[src/rtl/ledstring_pkg.sv]
// rtl/ledstring_pkg.sv - shared state type, pixel field offsets and widths for the LED-string frame sequencer
package ledstring_pkg;

    typedef enum logic [2:0] {
        IDLE,
        SOF,
        PIX_RD,
        PIX_LD,
        PIX,
        EOF,
        FIN
    } sched_state_t;

    // {red, grn, blu} packing of a pixel RAM word
    localparam int RED_HI = 23;
    localparam int GRN_HI = 15;
    localparam int BLU_HI = 7;

    localparam int GLO_W     = 5;
    localparam int COL_W     = 8;
    // one end frame flushes 64 LEDs (32 clock edges per frame, half an edge per LED)
    localparam int EOF_SHIFT = 6;

endpackage

[src/rtl/ledstring_refresh_timer.sv]
// rtl/ledstring_refresh_timer.sv - free-running refresh period counter with a one-deep pending flag (LEDSTRING_SCHED_AUTOREFRESH_EN)
`ifdef LEDSTRING_SCHED_AUTOREFRESH_EN
module ledstring_refresh_timer #(
    parameter int unsigned REFRESH_CYCLES = 600000
) (
    input  logic clk,
    input  logic rst_n,
    input  logic consume,
    output logic pending
);

    localparam int CW = (REFRESH_CYCLES > 1) ? $clog2(REFRESH_CYCLES) : 1;
    localparam logic [CW-1:0] RELOAD = CW'(REFRESH_CYCLES - 1);

    logic [CW-1:0] cnt;
    logic          expire;

    assign expire = (cnt == '0);

    // Period counter reloads on expiry; pending remembers at most one launch until IDLE takes it
    always_ff @(posedge clk or negedge rst_n) begin
        if (!rst_n) begin
            cnt     <= RELOAD;
            pending <= 1'b0;
        end else begin
            cnt     <= expire ? RELOAD : cnt - 1'b1;
            pending <= expire | (pending & ~consume);
        end
    end

endmodule
`endif

[src/rtl/ledstring_sched.sv]
// rtl/ledstring_sched.sv - APA102 frame sequencer: start frame, NUM pixels from RAM, end frames; auto-refresh under LEDSTRING_SCHED_AUTOREFRESH_EN
module ledstring_sched
    import ledstring_pkg::*;
#(
    parameter int          AW             = 8,
    parameter int unsigned REFRESH_CYCLES = 600000
) (
    input  logic             clk,
    input  logic             rst_n,
    input  logic             start,
    input  logic [AW:0]      num_leds,
    input  logic [GLO_W-1:0] glo,
    output logic             busy,
    output logic             done,
    output logic             pix_rd,
    output logic [AW-1:0]    pix_addr,
    input  logic [23:0]      pix_data,
    output logic             ls_framing,
    output logic             ls_se_frame,
    output logic [GLO_W-1:0] ls_dat_glo,
    output logic [COL_W-1:0] ls_dat_red,
    output logic [COL_W-1:0] ls_dat_grn,
    output logic [COL_W-1:0] ls_dat_blu,
    output logic             ls_valid,
    input  logic             ls_ack
);

    localparam logic [AW:0] MAX_CNT = {1'b1, {AW{1'b0}}};
    localparam logic [AW:0] CNT_ONE = (AW+1)'(1);

    sched_state_t     state_q, state_d;
    logic             busy_d, done_d, pix_rd_d, framing_d, se_d, valid_d;
    logic [AW-1:0]    pix_addr_d;
    logic [GLO_W-1:0] dat_glo_d, glo_q, glo_d;
    logic [COL_W-1:0] red_d, grn_d, blu_d;
    logic [AW:0]      cnt_q, cnt_d, idx_q, idx_d, eof_q, eof_d;
    logic [AW:0]      cnt_sat, eof_calc, idx_inc;
    logic [AW+1:0]    eof_sum;
    logic             trig;

    // Counts above the RAM depth clamp to the RAM depth so the index never wraps
    assign cnt_sat  = (num_leds > MAX_CNT) ? MAX_CNT : num_leds;
    assign eof_sum  = {1'b0, cnt_sat} + (AW+2)'(63);
    assign eof_calc = (cnt_sat == '0) ? CNT_ONE : (AW+1)'(eof_sum >> EOF_SHIFT);
    assign idx_inc  = idx_q + 1'b1;

`ifdef LEDSTRING_SCHED_AUTOREFRESH_EN
    logic pending;
    logic consume;

    // Any trigger seen in IDLE (explicit or timed) clears the pending launch
    assign consume = (state_q == IDLE);
    assign trig    = start | pending;

    ledstring_refresh_timer #(
        .REFRESH_CYCLES(REFRESH_CYCLES)
    ) u_refresh (
        .clk    (clk),
        .rst_n  (rst_n),
        .consume(consume),
        .pending(pending)
    );
`else
    logic [31:0] unused_refresh;
    assign unused_refresh = REFRESH_CYCLES;
    assign trig           = start;
`endif

    // State, latched transfer parameters and all outputs are registered here
    always_ff @(posedge clk or negedge rst_n) begin
        if (!rst_n) begin
            state_q     <= IDLE;
            busy        <= 1'b0;
            done        <= 1'b0;
            pix_rd      <= 1'b0;
            pix_addr    <= '0;
            ls_framing  <= 1'b0;
            ls_se_frame <= 1'b0;
            ls_dat_glo  <= '0;
            ls_dat_red  <= '0;
            ls_dat_grn  <= '0;
            ls_dat_blu  <= '0;
            ls_valid    <= 1'b0;
            cnt_q       <= '0;
            glo_q       <= '0;
            idx_q       <= '0;
            eof_q       <= '0;
        end else begin
            state_q     <= state_d;
            busy        <= busy_d;
            done        <= done_d;
            pix_rd      <= pix_rd_d;
            pix_addr    <= pix_addr_d;
            ls_framing  <= framing_d;
            ls_se_frame <= se_d;
            ls_dat_glo  <= dat_glo_d;
            ls_dat_red  <= red_d;
            ls_dat_grn  <= grn_d;
            ls_dat_blu  <= blu_d;
            ls_valid    <= valid_d;
            cnt_q       <= cnt_d;
            glo_q       <= glo_d;
            idx_q       <= idx_d;
            eof_q       <= eof_d;
        end
    end

    // Next state and next output values; outputs hold unless a state changes them
    always_comb begin
        state_d    = state_q;
        busy_d     = busy;
        done_d     = 1'b0;
        pix_rd_d   = 1'b0;
        pix_addr_d = pix_addr;
        framing_d  = ls_framing;
        se_d       = ls_se_frame;
        valid_d    = ls_valid;
        dat_glo_d  = ls_dat_glo;
        red_d      = ls_dat_red;
        grn_d      = ls_dat_grn;
        blu_d      = ls_dat_blu;
        cnt_d      = cnt_q;
        glo_d      = glo_q;
        idx_d      = idx_q;
        eof_d      = eof_q;
        case (state_q)
            IDLE: begin
                if (trig) begin
                    cnt_d     = cnt_sat;
                    glo_d     = glo;
                    idx_d     = '0;
                    eof_d     = eof_calc;
                    busy_d    = 1'b1;
                    framing_d = 1'b1;
                    se_d      = 1'b0;
                    valid_d   = 1'b1;
                    state_d   = SOF;
                end
            end
            SOF: begin
                if (ls_valid && ls_ack) begin
                    valid_d = 1'b0;
                    if (cnt_q != '0) begin
                        pix_rd_d   = 1'b1;
                        pix_addr_d = idx_q[AW-1:0];
                        state_d    = PIX_RD;
                    end else begin
                        state_d = EOF;
                    end
                end
            end
            PIX_RD: state_d = PIX_LD;
            PIX_LD: begin
                red_d     = pix_data[RED_HI -: COL_W];
                grn_d     = pix_data[GRN_HI -: COL_W];
                blu_d     = pix_data[BLU_HI -: COL_W];
                dat_glo_d = glo_q;
                framing_d = 1'b0;
                se_d      = 1'b0;
                valid_d   = 1'b1;
                state_d   = PIX;
            end
            PIX: begin
                if (ls_valid && ls_ack) begin
                    valid_d = 1'b0;
                    idx_d   = idx_inc;
                    if (idx_inc == cnt_q) begin
                        state_d = EOF;
                    end else begin
                        pix_rd_d   = 1'b1;
                        pix_addr_d = idx_inc[AW-1:0];
                        state_d    = PIX_RD;
                    end
                end
            end
            EOF: begin
                // valid rests low for one cycle after every ack before the next end frame
                if (!ls_valid) begin
                    framing_d = 1'b1;
                    se_d      = 1'b1;
                    valid_d   = 1'b1;
                end else if (ls_ack) begin
                    valid_d = 1'b0;
                    if (eof_q <= CNT_ONE) begin
                        done_d  = 1'b1;
                        busy_d  = 1'b0;
                        state_d = FIN;
                    end else begin
                        eof_d = eof_q - 1'b1;
                    end
                end
            end
            FIN: state_d = IDLE;
            default: state_d = IDLE;
        endcase
    end

endmodule
[config.mk]
export PLATFORM = sky130hd
export DESIGN_NAME = ledstring_sched
export DESIGN_NICKNAME = d
export VERILOG_FILES = /design/src/rtl/ledstring_pkg.sv /design/src/rtl/ledstring_refresh_timer.sv /design/src/rtl/ledstring_sched.sv
export SDC_FILE = /design/constraint.sdc
export NUM_CORES = 1
export LEC_CHECK = 0
export CAP_MARGIN = 20
export CORE_ASPECT_RATIO = 1.1
export CORE_MARGIN = 2
export CORE_UTILIZATION = 40
export CTS_CLUSTER_SIZE = 20
export DETAILED_ROUTE_END_ITERATION = 8
export GPL_TIMING_DRIVEN = 0
export PLACE_DENSITY = 0.65
export SKIP_CTS_REPAIR_TIMING = 1
export SKIP_LAST_GASP = 1
export SYNTH_ARGS = -nofsm -noshare
export SYNTH_HDL_FRONTEND = slang
export SYNTH_HIERARCHICAL = 1
export SYNTH_SLANG_ARGS = --single-unit
export TNS_END_PERCENT = 5
[constraint.sdc]
create_clock -name clk -period 5 [get_ports clk]
set_clock_uncertainty 0.1 [all_clocks]
set_input_delay 1 -clock clk [delete_from_list [all_inputs] [get_ports clk]]
set_output_delay 1 -clock clk [all_outputs]
set_load 0.05 [all_outputs]
* Yosys cells after proc, flatten, opt, wreduce, memory -nomap -nowiden
Index checks and enable logic that the tools add are counted.
Widths: inputs -> output; s select.
** Cells by class
- Equal/unequal tests :: 17
- Add/sub/neg operators :: 3
- Reductions and logical operators :: 18
- $lt $le $gt $ge :: 2
- Multiplexer cells :: 46
** Operator list (number)
- $mux 9 :: 7
- $pmux 9 s2 :: 2
- $mux 8 :: 4
- $mux 3 :: 8
- $ne 2x2->1 const B :: 10
- $pmux 3 s6 :: 1
- $mux 1 :: 17
- $pmux 8 s2 :: 1
- $reduce_and 5->1 :: 3
- $add 9x6->10 const B :: 1
- $add 9x1->9 const B :: 1
- $eq 9x9->1 :: 1
- $gt 9x9->1 const B :: 1
- $le 9x1->1 const B :: 1
- $logic_not 9->1 :: 1
- $reduce_and 3->1 :: 3
- $reduce_bool 9->1 :: 1
- $sub 9x1->9 const B :: 1
- $eq 3x2->1 const B :: 2
- $eq 3x3->1 const B :: 2
- $pmux 1 s3 :: 2
- $reduce_and 6->1 :: 1
- $reduce_bool 2->1 :: 3
- $mux 4 :: 1
- 10 further kinds :: 11
** Word-level totals
- Flip-flop bits (word level) :: 78
- Bits of input ports :: 42
- Output and inout bits :: 43

* Logic depth before layout (Yosys ltp)
- Depth in word-level cells :: 6
- Mapped depth :: 9

* Worst setup path after synthesis
Ideal clock, no wire load.
- Kind :: input-to-reg
- Start point :: input start
- End point :: register eof_q[7]
- Path slack :: 2119 ps
- Data arrival time :: 2703 ps
- Cell stages on the path :: 7
- Cells stage by stage :: or4b_4 buf_6 o21ai_4 o21ai_4 or4_4 or4_1 a21oi_1
** Between the ends
- Cells in the longest elaborated chain, start to end :: 2
** RTL lines
- from (decl) :: line ledstring_sched.sv:10 : input logic start,
- $ne 2x2->1 (no line)
- $reduce_and 5->1 (no line)
- to (signal assigned) :: line ledstring_sched.sv:104 : eof_q <= eof_d;
- to (decl) :: line ledstring_sched.sv:36 : logic [AW:0] cnt_q, cnt_d, idx_q, idx_d, eof_q, eof_d;
No other way between the ends.
A chain may end at the register's enable or synchronous reset.

* Final worst setup path
Same ends and word-level chain as after synthesis.

==> metrics.md <==
| Metric | Value |
|---|---|
| Peak supply drop | about 0.40 mV |
| Highest-delay cell along the critical path | sky130_fd_sc_hd__clkdlybuf4s50_1 |
| Main area contributors after synthesis | sky130_fd_sc_hd__dfrtp_1 49%, sky130_fd_sc_hd__mux2_2 8.8%, sky130_fd_sc_hd__nand2_1 4.5%, sky130_fd_sc_hd__o21ai_0 3.0%, sky130_fd_sc_hd__nor2_1 3.0% |
| WL/cell | 15.4 um |
| Global-route total usage across every layer | between 10% and 20% |
| Insertion delay to the later sink of the worst-skew pair | 0.37 ns |
| Run status | finished, final reports clean |
| Fraction of power consumed by the clock network | 17.0% |
| Number of register bits inferred by synthesis | roughly 80 |
| Portion of synthesized cell area occupied by the leading cell type | between 40 and 50% |
| Chip width | 98.9 um |
| Net switching power | between 1 and 1.5 mW |
| Aggregate global routing overflow | 0 |
| Maximum number of pins on one net before global-route repair | 50 |
| Initial core utilization | 40.7% |
| Most area-hungry cell type in the Yosys netlist | sky130_fd_sc_hd__dfrtp_1 |
| Routability congestion estimate from global placement | 0.855 |
| Internal power | 1.78 mW |
| TritonCTS Buffers | 9 |
| Fill cell count | around 860 |
| CP max FO | 9 |
| Number of global-route vias before repair | ~3200 |
| Fin nets | 530 |
| Hold Vio Cnt, Final | 0 |
| Via-per-instance ratio | between 5 and 6 |
| Area of the mapped netlist | between 0.003 and 0.004 sq mm |
| Area enclosed by the die boundary | 0.0107 sq mm |
| Highest Clock Rate | ~0.31 GHz |
| Maximum clock path buffer count | 2 |
| Yosys warning count | 6 |
| Data required time at the worst endpoint | about 5.2 ns |
| Layout Area Growth over Synthesis | 31.3% |
| TritonCTS clock tree | done |
| Max-slew violations | 0 |
| Starting DRC count in detailed routing | 137 |
| Routed WL | ~9.4 mm |
| Delay of the slowest cell on the worst path | roughly 0.54 ns |
| Die Ht | ~110 um |
| Top cell types by occurrence after synthesis | 78 x sky130_fd_sc_hd__dfrtp_1, 47 x sky130_fd_sc_hd__nand2_1, 32 x sky130_fd_sc_hd__nor2_1, 31 x sky130_fd_sc_hd__mux2_2, 24 x sky130_fd_sc_hd__o21ai_0 |
| Most common flop cell mapped by yosys | sky130_fd_sc_hd__dfrtp_1 |
| Setup Viol. Count Final | 0 |
| Period utilization | a little under two thirds |
| Cells after synthesis | about 390 |
| Worst slew margin relative to its limit | about a third |
| Hpwl dp | 6.74 mm |
| Sequential Power Share | approximately a third |
| Clock Sink Count | just under 80 |
| Post-Syn Nets | 434 |
| Num rows | 38 |
| Number of remaining DRC errors | 0 |
| Via count | between 3000 and 4000 |
| Path type of the worst min-delay path | flip-flop to flip-flop |
| Clock-pin transition on the worst setup and hold timing paths | around 0.09 ns |
| Critical Path Start Type | input pin |
| Worst EP arrival | between 3 and 4 ns |
| Average cell area after synthesis | roughly 10 sq um |
| Max Cap Viol | 0 |
| Number of synthesized flops with an enable pin | 0 |
| Top cell by count, worst path | sky130_fd_sc_hd__o21ai_4 |
| # diodes | 0 |
| Number of top-level pins | 85 |
| Number of I/O port buffers | 84 |
| Share of synthesized area occupied by flip-flops and latches | between 40% and 50% |
| Worst hold slack | 0.381 ns |
| Pre-antenna DRT Iters | 4 |
| Leading cell type by number of instances after synthesis | sky130_fd_sc_hd__dfrtp_1 |
| Worst setup path class | input pin to flip-flop |
| Final TNS setup | 0 ns |
| Antenna Violating Nets Remaining | 0 |
| Endpoint kind of the worst setup timing path | flip-flop |
| Wire length of the first global-routing pass | between 15 and 20 mm |
| Pwr dens | approximately 620 mW/mm^2 |
| Antenna violations before repair | 0 |
| Combinational share of power | slightly above 50% |
| Clock period minus worst slack | between 3 and 4 ns |
| Switching share of total power | 44.6% |
| Leak | 2.18 nW |
| Fraction of final layout cells sized beyond drive strength 1 | roughly 14% |
| Root Buffer Master | sky130_fd_sc_hd__clkbuf_8 |
| Post-synthesis cell type count | 58 |
| Maximum level of the CTS H-tree | 3 |
| Tightest Pin Transition | between 0.9 and 1 ns |
| Core region area | 0.00975 sq mm |
| Setup slack of the worst register-to-register path | around 1.8 ns |
| Cells along the critical path | clkdlybuf4s50_1 > or4b_4 > buf_6 > o21ai_4 > o21ai_4 > or4_4 > or4_1 > a21oi_1 |
| Share of flip-flops with an asynchronous set or reset | 100% |
| RSZ-0062 raised after global routing | false |
==> flip-flops by register name (all words and copies together) (netlist names) <==
register / count
idx_q: 9
pix_addr: 8
cnt_q: 9
done: 1
busy: 1
ls_dat_red: 8
glo_q: 5
pix_rd: 1
ls_se_frame: 1
ls_framing: 1
ls_valid: 1
ls_dat_blu: 8
state_q: 3
ls_dat_grn: 8
eof_q: 9
ls_dat_glo: 5
==> worst max-delay path: cells and delay by family <==
family,cells,cell delay (ns)
buffers and inverters,2,0.71
and+or+nand+nor,3,1.34
AOI/OAI and AO/OA,3,0.34
==> power by group through the flow <==
stage / clock, mW / combinational [mW] / sequential (mW)
3_5_place_dp: 0 / 1.65 / 1.03
4_1_cts: 0.558 / 1.66 / 1.02
2_1_floorplan: 0 / 0.678 / 1.49
3_3_place_gp: 0 / 1.63 / 1.02
6_report: 0.546 / 1.64 / 1.02
5_1_grt: 0.586 / 1.77 / 1.06
==> routing by layer <==
layer / share of wire (%) / vias to the layer above / global-route usage (%)
met4: 2.6 / 0 / 8.90
met5: 0 / - / 0
met1: 42 / 1528 / 22.5
met2: 47 / 107 / 29.2
li1: - / 1563 / -
met3: 8.2 / 13 / 5.56
==> worst paths after layout <==
path / startpoint / cells after the start / end
worst max-delay path: start / 8 / eof_q[7]$_DFFE_PN0P_
worst min-delay path: glo_q[2]$_DFFE_PN0P_ / 2 / glo_q[2]$_DFFE_PN0P_
worst max register to register: idx_q[0]$_DFFE_PN0P_ / 8 / pix_addr[1]$_DFFE_PN0P_
worst min register to register: glo_q[2]$_DFFE_PN0P_ / 2 / glo_q[2]$_DFFE_PN0P_
max in group asynchronous: rst_n / 2 / idx_q[8]$_DFFE_PN0P_
min in group asynchronous: rst_n / 1 / idx_q[6]$_DFFE_PN0P_
==> metrics by stage <==
stage / power, mW / instance area (sq um) / cells / setup slack (ns) / util, %
6_report: 3.21 / 5210 / 609 / 1.81 / 53.4
5_1_grt: 3.41 / 5210 / 609 / 1.64 / 53.4
4_1_cts: 3.24 / 5210 / 609 / 1.83 / 53.4
3_5_place_dp: 2.68 / 4980 / 593 / 1.43 / 51.1
3_3_place_gp: 2.65 / 4950 / 592 / -0.0632 / 50.8
2_1_floorplan: 2.17 / 3960 / 388 / 2.12 / -
==> cell type report <==
| class | instances | area (sq um) | share of cell area [%] |
|---|---|---|---|
| Tap cell | 120 | 150 | 2.88 |
| Clock inverter | 7 | 103 | 1.97 |
| Buffer | 22 | 104 | 1.99 |
| Inverter | 14 | 52.6 | 1.01 |
| Clock buffer | 9 | 124 | 2.38 |
| Timing Repair Buffer | 85 | 866 | 16.6 |
| Sequential cell | 78 | 1950 | 37.5 |
| Multi-Input combinational cell | 274 | 1860 | 35.6 |
==> kinds of logic (layout without fill, tap and decap cells) <==
family,count (synthesis),in the layout,share of synthesized area [%]
XOR/XNOR,15,15,3.31
buffers and inverters,36,137,3.95
multiplexers,36,36,10.1
flip-flops,78,78,49.2
AO/OA/AOI/OAI,83,83,15.3
adder cells (fa/ha/maj),4,4,1.26
AND/OR/NAND/NOR,136,136,16.9
==> cell usage in the layout (no fill, tap or decap), drive strengths merged, types with 5 or more instances in the layout <==
| cell | count |
|---|---|
| a21oi | 13 |
| buf | 10 |
| clkbuf | 23 |
| clkdlybuf4s50 | 83 |
| dfrtp | 78 |
| inv | 17 |
| mux2 | 31 |
| mux2i | 5 |
| nand2 | 47 |
| nand2b | 11 |
| nand3 | 7 |
| nor2 | 32 |
| nor3 | 10 |
| o21ai | 26 |
| o221ai | 5 |
| o2bb2ai | 6 |
| xnor2 | 9 |
| xor2 | 6 |
Note: power is estimated with default switching activity, not from simulation.
